==> src/rtl/core_wb_pkg.sv <==
// Shared types for the register-file write-back scheduler: request record,
// grant encoding and architectural register count.
package core_wb_pkg;
  localparam int REG_NUM   = 32;
  localparam int REG_IDX_W = $clog2(REG_NUM);
  localparam int WORD_W    = 32;

  typedef struct packed {
    logic [REG_IDX_W-1:0] rd;
    logic [WORD_W-1:0]    data;
  } wb_req_t;

  typedef enum logic [1:0] {
    GNT_NONE,
    GNT_ALU,
    GNT_LSU
  } grant_e;
endpackage

==> src/rtl/core_wb_fifo.sv <==
// Load-return buffer: small synchronous FIFO exposing its head plus per-entry
// valid/rd so the parent can build a pending-write mask.
module core_wb_fifo #(
  parameter int DATA_W = 32,
  parameter int ADDR_W = 5,
  parameter int DEPTH  = 2
) (
  input  logic                          clk,
  input  logic                          rst_n,
  input  logic                          push,
  input  logic [ADDR_W-1:0]             push_rd,
  input  logic [DATA_W-1:0]             push_data,
  input  logic                          pop,
  output logic [$clog2(DEPTH):0]        cnt,
  output logic                          full,
  output logic [ADDR_W-1:0]             head_rd,
  output logic [DATA_W-1:0]             head_data,
  output logic [DEPTH-1:0]              ent_vld,
  output logic [DEPTH-1:0][ADDR_W-1:0]  ent_rd
);
  localparam int PTR_W = $clog2(DEPTH);
  localparam int CNT_W = PTR_W + 1;

  logic [PTR_W-1:0]  wr_ptr_q, wr_ptr_d, rd_ptr_q, rd_ptr_d;
  logic [CNT_W-1:0]  cnt_q, cnt_d;
  logic [ADDR_W-1:0] rd_mem_q [DEPTH];
  logic [ADDR_W-1:0] rd_mem_d [DEPTH];
  logic [DATA_W-1:0] data_mem_q [DEPTH];
  logic [DATA_W-1:0] data_mem_d [DEPTH];
  logic              push_ok, pop_ok;

  assign full    = (cnt_q == CNT_W'(DEPTH));
  assign push_ok = push && !full;
  assign pop_ok  = pop && (cnt_q != '0);

  always_comb begin
    wr_ptr_d   = wr_ptr_q;
    rd_ptr_d   = rd_ptr_q;
    rd_mem_d   = rd_mem_q;
    data_mem_d = data_mem_q;
    if (push_ok) begin
      rd_mem_d[wr_ptr_q]   = push_rd;
      data_mem_d[wr_ptr_q] = push_data;
      wr_ptr_d             = wr_ptr_q + PTR_W'(1);
    end
    if (pop_ok) begin
      rd_ptr_d = rd_ptr_q + PTR_W'(1);
    end
    cnt_d = cnt_q + CNT_W'(push_ok) - CNT_W'(pop_ok);
  end

  always_ff @(posedge clk) begin
    if (!rst_n) begin
      wr_ptr_q <= '0;
      rd_ptr_q <= '0;
      cnt_q    <= '0;
    end else begin
      wr_ptr_q <= wr_ptr_d;
      rd_ptr_q <= rd_ptr_d;
      cnt_q    <= cnt_d;
    end
  end

  // Storage carries no reset: an entry is only meaningful while counted valid.
  always_ff @(posedge clk) begin
    rd_mem_q   <= rd_mem_d;
    data_mem_q <= data_mem_d;
  end

  assign cnt       = cnt_q;
  assign head_rd   = rd_mem_q[rd_ptr_q];
  assign head_data = data_mem_q[rd_ptr_q];

  // Slot i is live when its distance from the read pointer is below the count.
  always_comb begin
    for (int i = 0; i < DEPTH; i++) begin
      ent_rd[i]  = rd_mem_q[i];
      ent_vld[i] = CNT_W'(PTR_W'(PTR_W'(i) - rd_ptr_q)) < cnt_q;
    end
  end
endmodule

==> src/rtl/core_wb_arbiter.sv <==
// Register-file write-port scheduler: ALU results vs buffered load returns,
// with ALU priority, bounded LSU starvation and WAW protection.
module core_wb_arbiter
  import core_wb_pkg::*;
#(
  parameter int DATA_W         = 32,
  parameter int ADDR_W         = 5,
  parameter int LSU_FIFO_DEPTH = 2,
  parameter int STARVE_LIMIT   = 4
) (
  input  logic                            clk,
  input  logic                            rst_n,
  input  logic                            alu_valid,
  input  logic [ADDR_W-1:0]               alu_rd,
  input  logic [DATA_W-1:0]               alu_data,
  output logic                            alu_ready,
  input  logic                            lsu_valid,
  input  logic [ADDR_W-1:0]               lsu_rd,
  input  logic [DATA_W-1:0]               lsu_data,
  output logic                            lsu_ready,
  output logic                            rf_we,
  output logic [ADDR_W-1:0]               rf_rd,
  output logic [DATA_W-1:0]               rf_data,
  output logic [REG_NUM-1:0]              pend_mask,
  output logic [$clog2(LSU_FIFO_DEPTH):0] fifo_cnt
);
  localparam int CNT_W = $clog2(LSU_FIFO_DEPTH) + 1;
  localparam int SW    = $clog2(STARVE_LIMIT + 1);

  function automatic logic [SW-1:0] sat_inc(input logic [SW-1:0] v);
    if (v == SW'(STARVE_LIMIT)) return v;
    return v + SW'(1);
  endfunction

  logic [CNT_W-1:0]                   cnt;
  logic                               full, head_vld, hazard, force_lsu;
  logic [ADDR_W-1:0]                  head_rd;
  logic [DATA_W-1:0]                  head_data;
  logic [LSU_FIFO_DEPTH-1:0]          ent_vld;
  logic [LSU_FIFO_DEPTH-1:0][ADDR_W-1:0] ent_rd;
  grant_e                             gnt;
  logic [SW-1:0]                      starve_q, starve_d;
  logic                               rf_we_q, rf_we_d;
  logic [ADDR_W-1:0]                  rf_rd_q, rf_rd_d;
  logic [DATA_W-1:0]                  rf_data_q, rf_data_d;

  assign lsu_ready = !full;

  core_wb_fifo #(
    .DATA_W (DATA_W),
    .ADDR_W (ADDR_W),
    .DEPTH  (LSU_FIFO_DEPTH)
  ) u_fifo (
    .clk       (clk),
    .rst_n     (rst_n),
    .push      (lsu_valid && lsu_ready),
    .push_rd   (lsu_rd),
    .push_data (lsu_data),
    .pop       (gnt == GNT_LSU),
    .cnt       (cnt),
    .full      (full),
    .head_rd   (head_rd),
    .head_data (head_data),
    .ent_vld   (ent_vld),
    .ent_rd    (ent_rd)
  );

  // x0 is never a real destination, so it never blocks the ALU.
  always_comb begin
    pend_mask = '0;
    for (int i = 0; i < LSU_FIFO_DEPTH; i++) begin
      if (ent_vld[i] && (ent_rd[i] != '0)) pend_mask[ent_rd[i]] = 1'b1;
    end
  end

  assign fifo_cnt  = cnt;
  assign head_vld  = (cnt != '0);
  assign hazard    = alu_valid && (alu_rd != '0) && pend_mask[alu_rd];
  assign force_lsu = (starve_q == SW'(STARVE_LIMIT));
  assign alu_ready = alu_valid && (gnt == GNT_ALU);

  always_comb begin
    gnt       = GNT_NONE;
    starve_d  = starve_q;
    rf_we_d   = 1'b0;
    rf_rd_d   = rf_rd_q;
    rf_data_d = rf_data_q;
    if (head_vld && (!alu_valid || hazard || force_lsu)) begin
      gnt = GNT_LSU;
    end else if (alu_valid) begin
      gnt = GNT_ALU;
    end
    if (!head_vld || (gnt == GNT_LSU)) begin
      starve_d = '0;
    end else if (gnt == GNT_ALU) begin
      starve_d = sat_inc(starve_q);
    end
    if (gnt == GNT_ALU) begin
      rf_we_d   = (alu_rd != '0);
      rf_rd_d   = alu_rd;
      rf_data_d = alu_data;
    end else if (gnt == GNT_LSU) begin
      rf_we_d   = (head_rd != '0);
      rf_rd_d   = head_rd;
      rf_data_d = head_data;
    end
  end

  // Issue stage: the granted request reaches the register file one cycle later.
  always_ff @(posedge clk) begin
    if (!rst_n) begin
      starve_q  <= '0;
      rf_we_q   <= 1'b0;
      rf_rd_q   <= '0;
      rf_data_q <= '0;
    end else begin
      starve_q  <= starve_d;
      rf_we_q   <= rf_we_d;
      rf_rd_q   <= rf_rd_d;
      rf_data_q <= rf_data_d;
    end
  end

  assign rf_we   = rf_we_q;
  assign rf_rd   = rf_rd_q;
  assign rf_data = rf_data_q;
endmodule

==> config.mk <==
export PLATFORM = sky130hd
export DESIGN_NAME = core_wb_arbiter
export DESIGN_NICKNAME = d
export VERILOG_FILES = /design/src/rtl/core_wb_pkg.sv /design/src/rtl/core_wb_fifo.sv /design/src/rtl/core_wb_arbiter.sv
export SDC_FILE = /design/constraint.sdc
export NUM_CORES = 1
export LEC_CHECK = 0
export BUFFER_PORTS_ARGS = -buffer_cell sky130_fd_sc_hd__buf_4
export CAP_MARGIN = 20
export CORE_ASPECT_RATIO = 1.5
export CORE_MARGIN = 3
export CORE_UTILIZATION = 30
export DETAILED_ROUTE_END_ITERATION = 8
export SLEW_MARGIN = 40
export SYNTH_ARGS = -nofsm -noshare
export SYNTH_HDL_FRONTEND = slang
export SYNTH_SLANG_ARGS = --single-unit
==> constraint.sdc <==
create_clock -name clk -period 3.2 [get_ports clk]
set_clock_uncertainty 0.05 [all_clocks]
set_input_delay 0 -clock clk [delete_from_list [all_inputs] [get_ports clk]]
set_output_delay 0 -clock clk [all_outputs]
set_load 0.1 [all_outputs]
# == After elaboration in Yosys (flattened, before gate mapping) ==
# Index checks and enable logic that the tools add are counted.
# classes
n_addsub,7
order_cmp,10
eq_ne,5
muxes,32
bitwise,4
reduce_logical,26
# ops
cell,count
$mux 32,8
$bwmux 64,1
$demux 32 s1,1
$or 32x32->32,1
$mux 5,6
$reduce_bool 5->1,4
$lt 5x6->1 const B,3
$logic_and 1x1->1,12
$bwmux 10,1
$demux 1 s5,2
$ge 5x1->1 const B,2
$mux 1,9
$bmux 1 s5,1
$demux 5 s1,1
$eq 2x2->1 const B,2
$ge 2x2->1 const B,2
$lt 1x2->1,2
$not 1->2,2
$reduce_bool 2->1,2
$add 3x1->3 const B,1
$eq 3x3->1 const B,1
$logic_not 1->1,3
$logic_or 1x1->1,3
$mux 3,1
other kinds (11),13
# totals
ff_bits,119
out_inout_bits,74
elab_cells,95

# == Logic depth before layout (Yosys ltp) ==
# logic_depth
ltp_word,19
depth_mapped,17
depth_no_buf,13

# == Modules after synthesis ==
# A second synthesis with hierarchy kept.
# unflattened
cells_unflattened,625
hier_area_um2,6583.8
# modules_own_cells
module,instances,cells_each,area_per_inst_um2,seq_area_each_um2
core_wb_arbiter,1,483,3672.3,820.8
core_wb_fifo,1,142,2911.5,2302.2

# == Least setup slack after synthesis ==
# OpenSTA, ideal clock, no wires.
# synth_timing
path_kind,reg-to-reg
start,"register u_fifo.cnt_q[0], in the netlist u_fifo.cnt[0]"
end,"register u_fifo.cnt_q[1], in the netlist u_fifo.cnt[1]"
setup_ns,0.115
arrival_time_ns,6.036
required_ns,3.035
path_slack_ns,-3.001
path_stages_with_launch,16
path_buffers,2
period_less_slack_ns,6.201
cell_sequence,dfxtp_1 > nor2b_2 > buf_6 > o211ai_4 > o32ai_1 > o221ai_1 > nor3_1 > o211ai_2 > a31oi_4 > buf_12 > ha_1 > inv_1 > ha_1 > xnor2_1 > xnor2_1 > and2_1
# synth_between
elab_chain_len,15
elab_cells_between_ends,23
classes_between,add/sub: 2; order compare: 2; eq/ne: 2; mux: 5; bitwise: 1; reduce/logical: 11
# synth_lines
element,line_no,source
"start, declared",core_wb_fifo.sv:25,"logic [CNT_W-1:0] cnt_q, cnt_d;"
"start signal, assigned",core_wb_fifo.sv:60,cnt_q <= cnt_d;
$lt 1x2->1,core_wb_fifo.sv:78,ent_vld[i] = CNT_W'(PTR_W'(PTR_W'(i) - rd_ptr_q)) < cnt_q;
$logic_and 1x1->1,core_wb_arbiter.sv:72,if (ent_vld[i] && (ent_rd[i] != '0)) pend_mask[ent_rd[i]] = 1'b1;
$mux 32,core_wb_arbiter.sv:72,
$or 32x32->32 (no source line),n/a,
$mux 32 (*),core_wb_arbiter.sv:72,
net pend_mask[24],core_wb_arbiter.sv:24,"output logic [REG_NUM-1:0] pend_mask,"
$bmux 1 s5 (*),core_wb_arbiter.sv:78,assign hazard = alu_valid && (alu_rd != '0) && pend_mask[alu_rd];
$mux 1 (not written as such) (*),core_wb_arbiter.sv:78,
$logic_and 1x1->1 (*),core_wb_arbiter.sv:78,
$logic_or 1x1->1 (*) (2 in series),core_wb_arbiter.sv:88,if (head_vld && (!alu_valid || hazard || force_lsu)) begin
$logic_and 1x1->1 (*),core_wb_arbiter.sv:88,
$mux 2 (*),core_wb_arbiter.sv:88,
$eq 2x2->1 (*),core_wb_arbiter.sv:59,".pop (gnt == GNT_LSU),"
$logic_and 1x1->1 (*),core_wb_fifo.sv:34,assign pop_ok = pop && (cnt_q != '0);
net u_fifo.pop_ok,core_wb_fifo.sv:30,"logic push_ok, pop_ok;"
$sub 2x1->2 (*),core_wb_fifo.sv:49,cnt_d = cnt_q + CNT_W'(push_ok) - CNT_W'(pop_ok);
# The timed path passes the listed nets; every way through them passes the cells marked *. The select of a mux whose other input is x is not followed.
# A chain may end at the register's enable or synchronous reset.

# == Worst setup path in the final report ==
# layout_timing
start,"register u_fifo.rd_mem_q, in the netlist u_fifo.ent_rd[7]"
end,"register u_fifo.cnt_q[1], in the netlist u_fifo.cnt[1]"
# layout_between
elab_chain_len,16
elab_cells_between_ends,19
classes_between,add/sub: 1; order compare: 2; eq/ne: 1; mux: 6; bitwise: 1; reduce/logical: 8
# layout_lines
element,line_no,source
"start, declared",core_wb_fifo.sv:26,logic [ADDR_W-1:0] rd_mem_q [DEPTH];
"start signal, assigned",core_wb_fifo.sv:66,rd_mem_q <= rd_mem_d;
$lt 5x6->1 (not written as such) or $ge 5x1->1 (tied branches),core_wb_arbiter.sv:72,
$logic_and 1x1->1 (not written as such),core_wb_arbiter.sv:72,
$mux 1 (not written as such),core_wb_arbiter.sv:72,
$demux 1 s5,core_wb_arbiter.sv:72,
$or 32x32->32 (no source line),n/a,
$mux 32 (*),core_wb_arbiter.sv:72,
$bmux 1 s5 (*),core_wb_arbiter.sv:78,
$mux 1 (not written as such) (*),core_wb_arbiter.sv:78,
$logic_and 1x1->1 (*),core_wb_arbiter.sv:78,
$logic_or 1x1->1 (*) (2 in series),core_wb_arbiter.sv:88,
$logic_and 1x1->1 (*),core_wb_arbiter.sv:88,
$mux 2 (*),core_wb_arbiter.sv:88,
$eq 2x2->1 (*),core_wb_arbiter.sv:59,
$logic_and 1x1->1 (*),core_wb_fifo.sv:34,
$sub 2x1->2 (*),core_wb_fifo.sv:49,
# Mark *: on every way between the ends. The rest lies on a longest branch, timed or not. The select of a mux whose other input is x is not followed.

==> metrics.yaml <==
outcome:
  outcome: "completed"
cts:
  h-tree-depth: 4
  cts_buffer_depth: 2
  clock_latency_ps: 400
  clkSlewWorstSetupHoldPaths_ps: 50
  cts_tree: "built"
  numCtsBuffers: 17
  clockRootBuffer: "clkbuf_16"
  cts_sinks: 119
floorplanning:
  dieArea_um2: 20900
  pin_count: 152
  num_rows: 61
  die_h_um: 175
  start_util: 0.307
  dieWidth_um: 119
  coreArea_um2: 18700
yosys:
  synthTopCellsByArea: "edfxtp_1 (39%), dfxtp_1 (16%), mux2i_1 (7.0%)"
  synth_nets: 580
  synth_cells: 498
  ys_types: 61
  yosys.area.top_type: "edfxtp_1"
  async_flop_share: 0
  netlist.area_leader.share: 0.387
  ys.flop_type: "edfxtp_1"
  synth_area_um2: 5750
  yosysWarnings: 0
  synth_area_per_cell_um2: 11.5
  synth_seq_cells: 119
  synth_enable_flop_cells: 74
  seq_area_frac_synth: 0.544
critical_path:
  crit_path_top_delay_cell: "or3b_4"
  ff2ff_path_depth: 14
  critPathMaxFanout: 4
  cp-end-kind: "flop"
  crit_top_cell: "xnor2_1"
  worstPathRequired_ps: 3440
  cpPeakStageDelay_ps: 440
  path_cells: "or3b_4 -> buf_12 -> o221ai_1 -> nand4_1 -> a222oi_1 -> buf_4 -> o211ai_4 -> a31oi_4 -> ha_4 -> inv_2 -> ha_1 -> xnor2_1 -> xnor2_1 -> and2_1"
  cp.arrival_ps: 3400
  criticalPathCategory: "flop to flop"
  crit_path_start_kind: "flop"
grt:
  grt_pass1_vias: 5695
  grt_usage: 0.186
  grt_max_degree: 46
  antenna_found_initial: 0
  overflow: 0
  grt_pass1_wl_mm: 30.4
placed_design:
  gp_congestion: 0.896
  dp_worst_setup_slack_ps: -166
  portBuffers: 150
  hpwl_mm: 14.1
pwr:
  p_leak_nw: 3.86
  pwr_density_cell_nw_per_um2: 743
  p_sw_frac: 0.427
  comb_power_share: 0.444
  p_seq_frac: 0.288
  peakVddDrop_mv: 0.448
  p_switching_w: 0.00306
  pwr-share-clk: 0.268
  p_int_w: 0.00411
final_layout:
  num-fill-cells: 1617
  num_antenna_cells: 0
  final_layout_size_suffix_gt1_frac: 0.448
  areaGrowthSynthToFinish_pct: 68.1
  layout.nets: 883
detailed_routing:
  vias_per_cell: 5.06
  first_pass_iters: 4
  drc: 0
  antenna_left: 0
  first_iter_violations: 233
  wl_per_cell_um: 18.4
  wl_mm: 19.6
  vias: 5395
timing:
  rsz0062_at_grt: "true"
  slew_headroom: 0.608
  maxSlewViolCount: 0
  finalWorstSetupSlack_ps: 43.2
  max_slew.worst_pin.slew_ps: 588
  fin_tns_setup_ps: 0
  finalSetupViolCount: 0
  whs_ps: 36.1
  fin_crit_sh: 0.987
  min_period_ps: 3160
  finalHoldViolCount: 0
  max_freq_mhz: 317
worst_hold_path:
  hold_class: "primary input to flop"
  min_path_cells: 2
run:
  max_cap_viol_count: 0
-- layout make-up --
type	count	area, µm²	share of cell area
Clock inverter	15	176	0.0183
Clock buffer	17	425	0.0441
Tap cell	252	315	0.0327
Inverter	45	169	0.0175
Timing Repair Buffer	322	2730	0.282
Multi-Input combinational cell	296	2710	0.281
Sequential cell	119	3130	0.324
-- layout by cell type (no fill, tap or decap), types with 4 or more instances in the layout --
| cell | count |
|---|---|
| a221oi_2 | 28 |
| o21ai_0 | 36 |
| nand3_1 | 5 |
| buf_12 | 6 |
| clkbuf_16 | 17 |
| a311oi_1 | 4 |
| o22ai_1 | 13 |
| o21a_1 | 5 |
| a221oi_1 | 5 |
| dfxtp_1 | 42 |
| nand4_1 | 5 |
| o221ai_1 | 11 |
| a21oi_1 | 7 |
| and2_1 | 4 |
| dlygate4sd3_1 | 74 |
| nand2_1 | 28 |
| edfxtp_1 | 74 |
| clkinvlp_4 | 4 |
| nor3_1 | 5 |
| mux2i_1 | 40 |
| nor2_1 | 10 |
| o22ai_4 | 13 |
| o2111ai_1 | 4 |
| inv_1 | 41 |
| buf_4 | 238 |
-- synth_stat cells, types with 2 or more instances --
library cell	count
buf_2	3
nand2_2	3
inv_1	44
o2111ai_1	7
a221oi_2	6
dfxtp_1	45
xnor2_1	3
o21ai_0	36
nor3b_1	2
o2111ai_2	2
nand3b_1	3
nand3_1	6
o32ai_1	5
o22ai_1	27
nand2b_1	2
nor3_1	8
a221oi_1	27
nor2b_1	3
o211ai_1	3
edfxtp_1	74
nor4b_1	2
nand2_1	28
clkbuf_1	16
a21oi_1	7
nor2_1	14
and2_1	4
mux2i_1	40
o221ai_1	12
buf_4	5
or3_1	2
a311oi_1	4
nor4_1	3
buf_6	13
o21a_1	5
nand4_1	5
ha_1	4
-- timing repair --
item,in CTS,in global routing
resized for setup,10,12
buffers inserted,10,4
gates cloned,0,0
pin swaps,5,5
endpoints found under the hold margin,115,0
hold buffers,74,0
endpoints found under the setup margin,35,31
-- sequential cells by signal (all words and copies together) (netlist names) --
signal / flops
rf_data: 32
rf_we: 1
u_fifo.cnt: 2
u_fifo.rd_ptr_q: 1
u_fifo.wr_ptr_q: 1
starve_q: 3
u_fifo.data_mem_q: 64
u_fifo.ent_rd: 10
rf_rd: 5
-- path summary, 6_finish.rpt --
path | endpoint | slack (ps) | startpoint
worst max-delay path | u_fifo.cnt[1] | 40 | u_fifo.ent_rd[7]
worst min-delay path | u_fifo.wr_ptr_q | 40 | rst_n
worst max register to register | u_fifo.cnt[1] | 40 | u_fifo.ent_rd[7]
worst min register to register | starve_q[0] | 450 | starve_q[0]
-- cells by family (layout without fill, tap and decap cells) --
kind of cell,count (synthesis),in the layout,synth area share
compound gates,154,154,0.209
xor+xnor,3,3,0.00457
fa+ha+maj,4,4,0.00871
buf+inv,83,399,0.0780
flops,119,119,0.544
mux,40,40,0.0697
other cells,1,1,0.000653
simple gates,94,94,0.0862
-- power groups by stage --
stage / Combinational (W) / Sequential, W / Clock, W
after global routing: 0.00334 / 0.00209 / 0.00202
after floorplan: 0.00134 / 0.00301 / 0
after detailed placement: 0.00305 / 0.00209 / 0
final: 0.00318 / 0.00207 / 0.00192
after CTS: 0.00317 / 0.00207 / 0.00196
after global placement: 0.00300 / 0.00209 / 0
-- through the flow --
stage / area [µm²] / power [W] / std cells / utilization
after floorplan: 6210 / 0.00435 / 498 / -
after global placement: 8040 / 0.00508 / 944 / 0.430
after detailed placement: 8100 / 0.00514 / 946 / 0.433
after CTS: 9580 / 0.00720 / 1062 / 0.512
after global routing: 9660 / 0.00746 / 1066 / 0.516
final: 9660 / 0.00717 / 1066 / 0.516
-- layer usage --
| metal | routed length [µm] | track usage | vias to the layer above | part of all wire |
|---|---|---|---|---|
| li1 | - | - | 2540 | - |
| met1 | 6990 | 0.190 | 2630 | 0.36 |
| met2 | 11000 | 0.355 | 184 | 0.56 |
| met3 | 724 | 0.0313 | 41 | 0.037 |
| met4 | 882 | 0.102 | 0 | 0.045 |
| met5 | 0 | 0 | - | 0 |
-- worst max-delay path, delay by kind of cell, from the launching register on --
kind            cells  cell delay [ps]
flops               1              380
xor+xnor            2              200
simple gates        3              810
compound gates      4              860
fa+ha+maj           2              370
buf+inv             3              380
(Power assumes the default switching activity.)
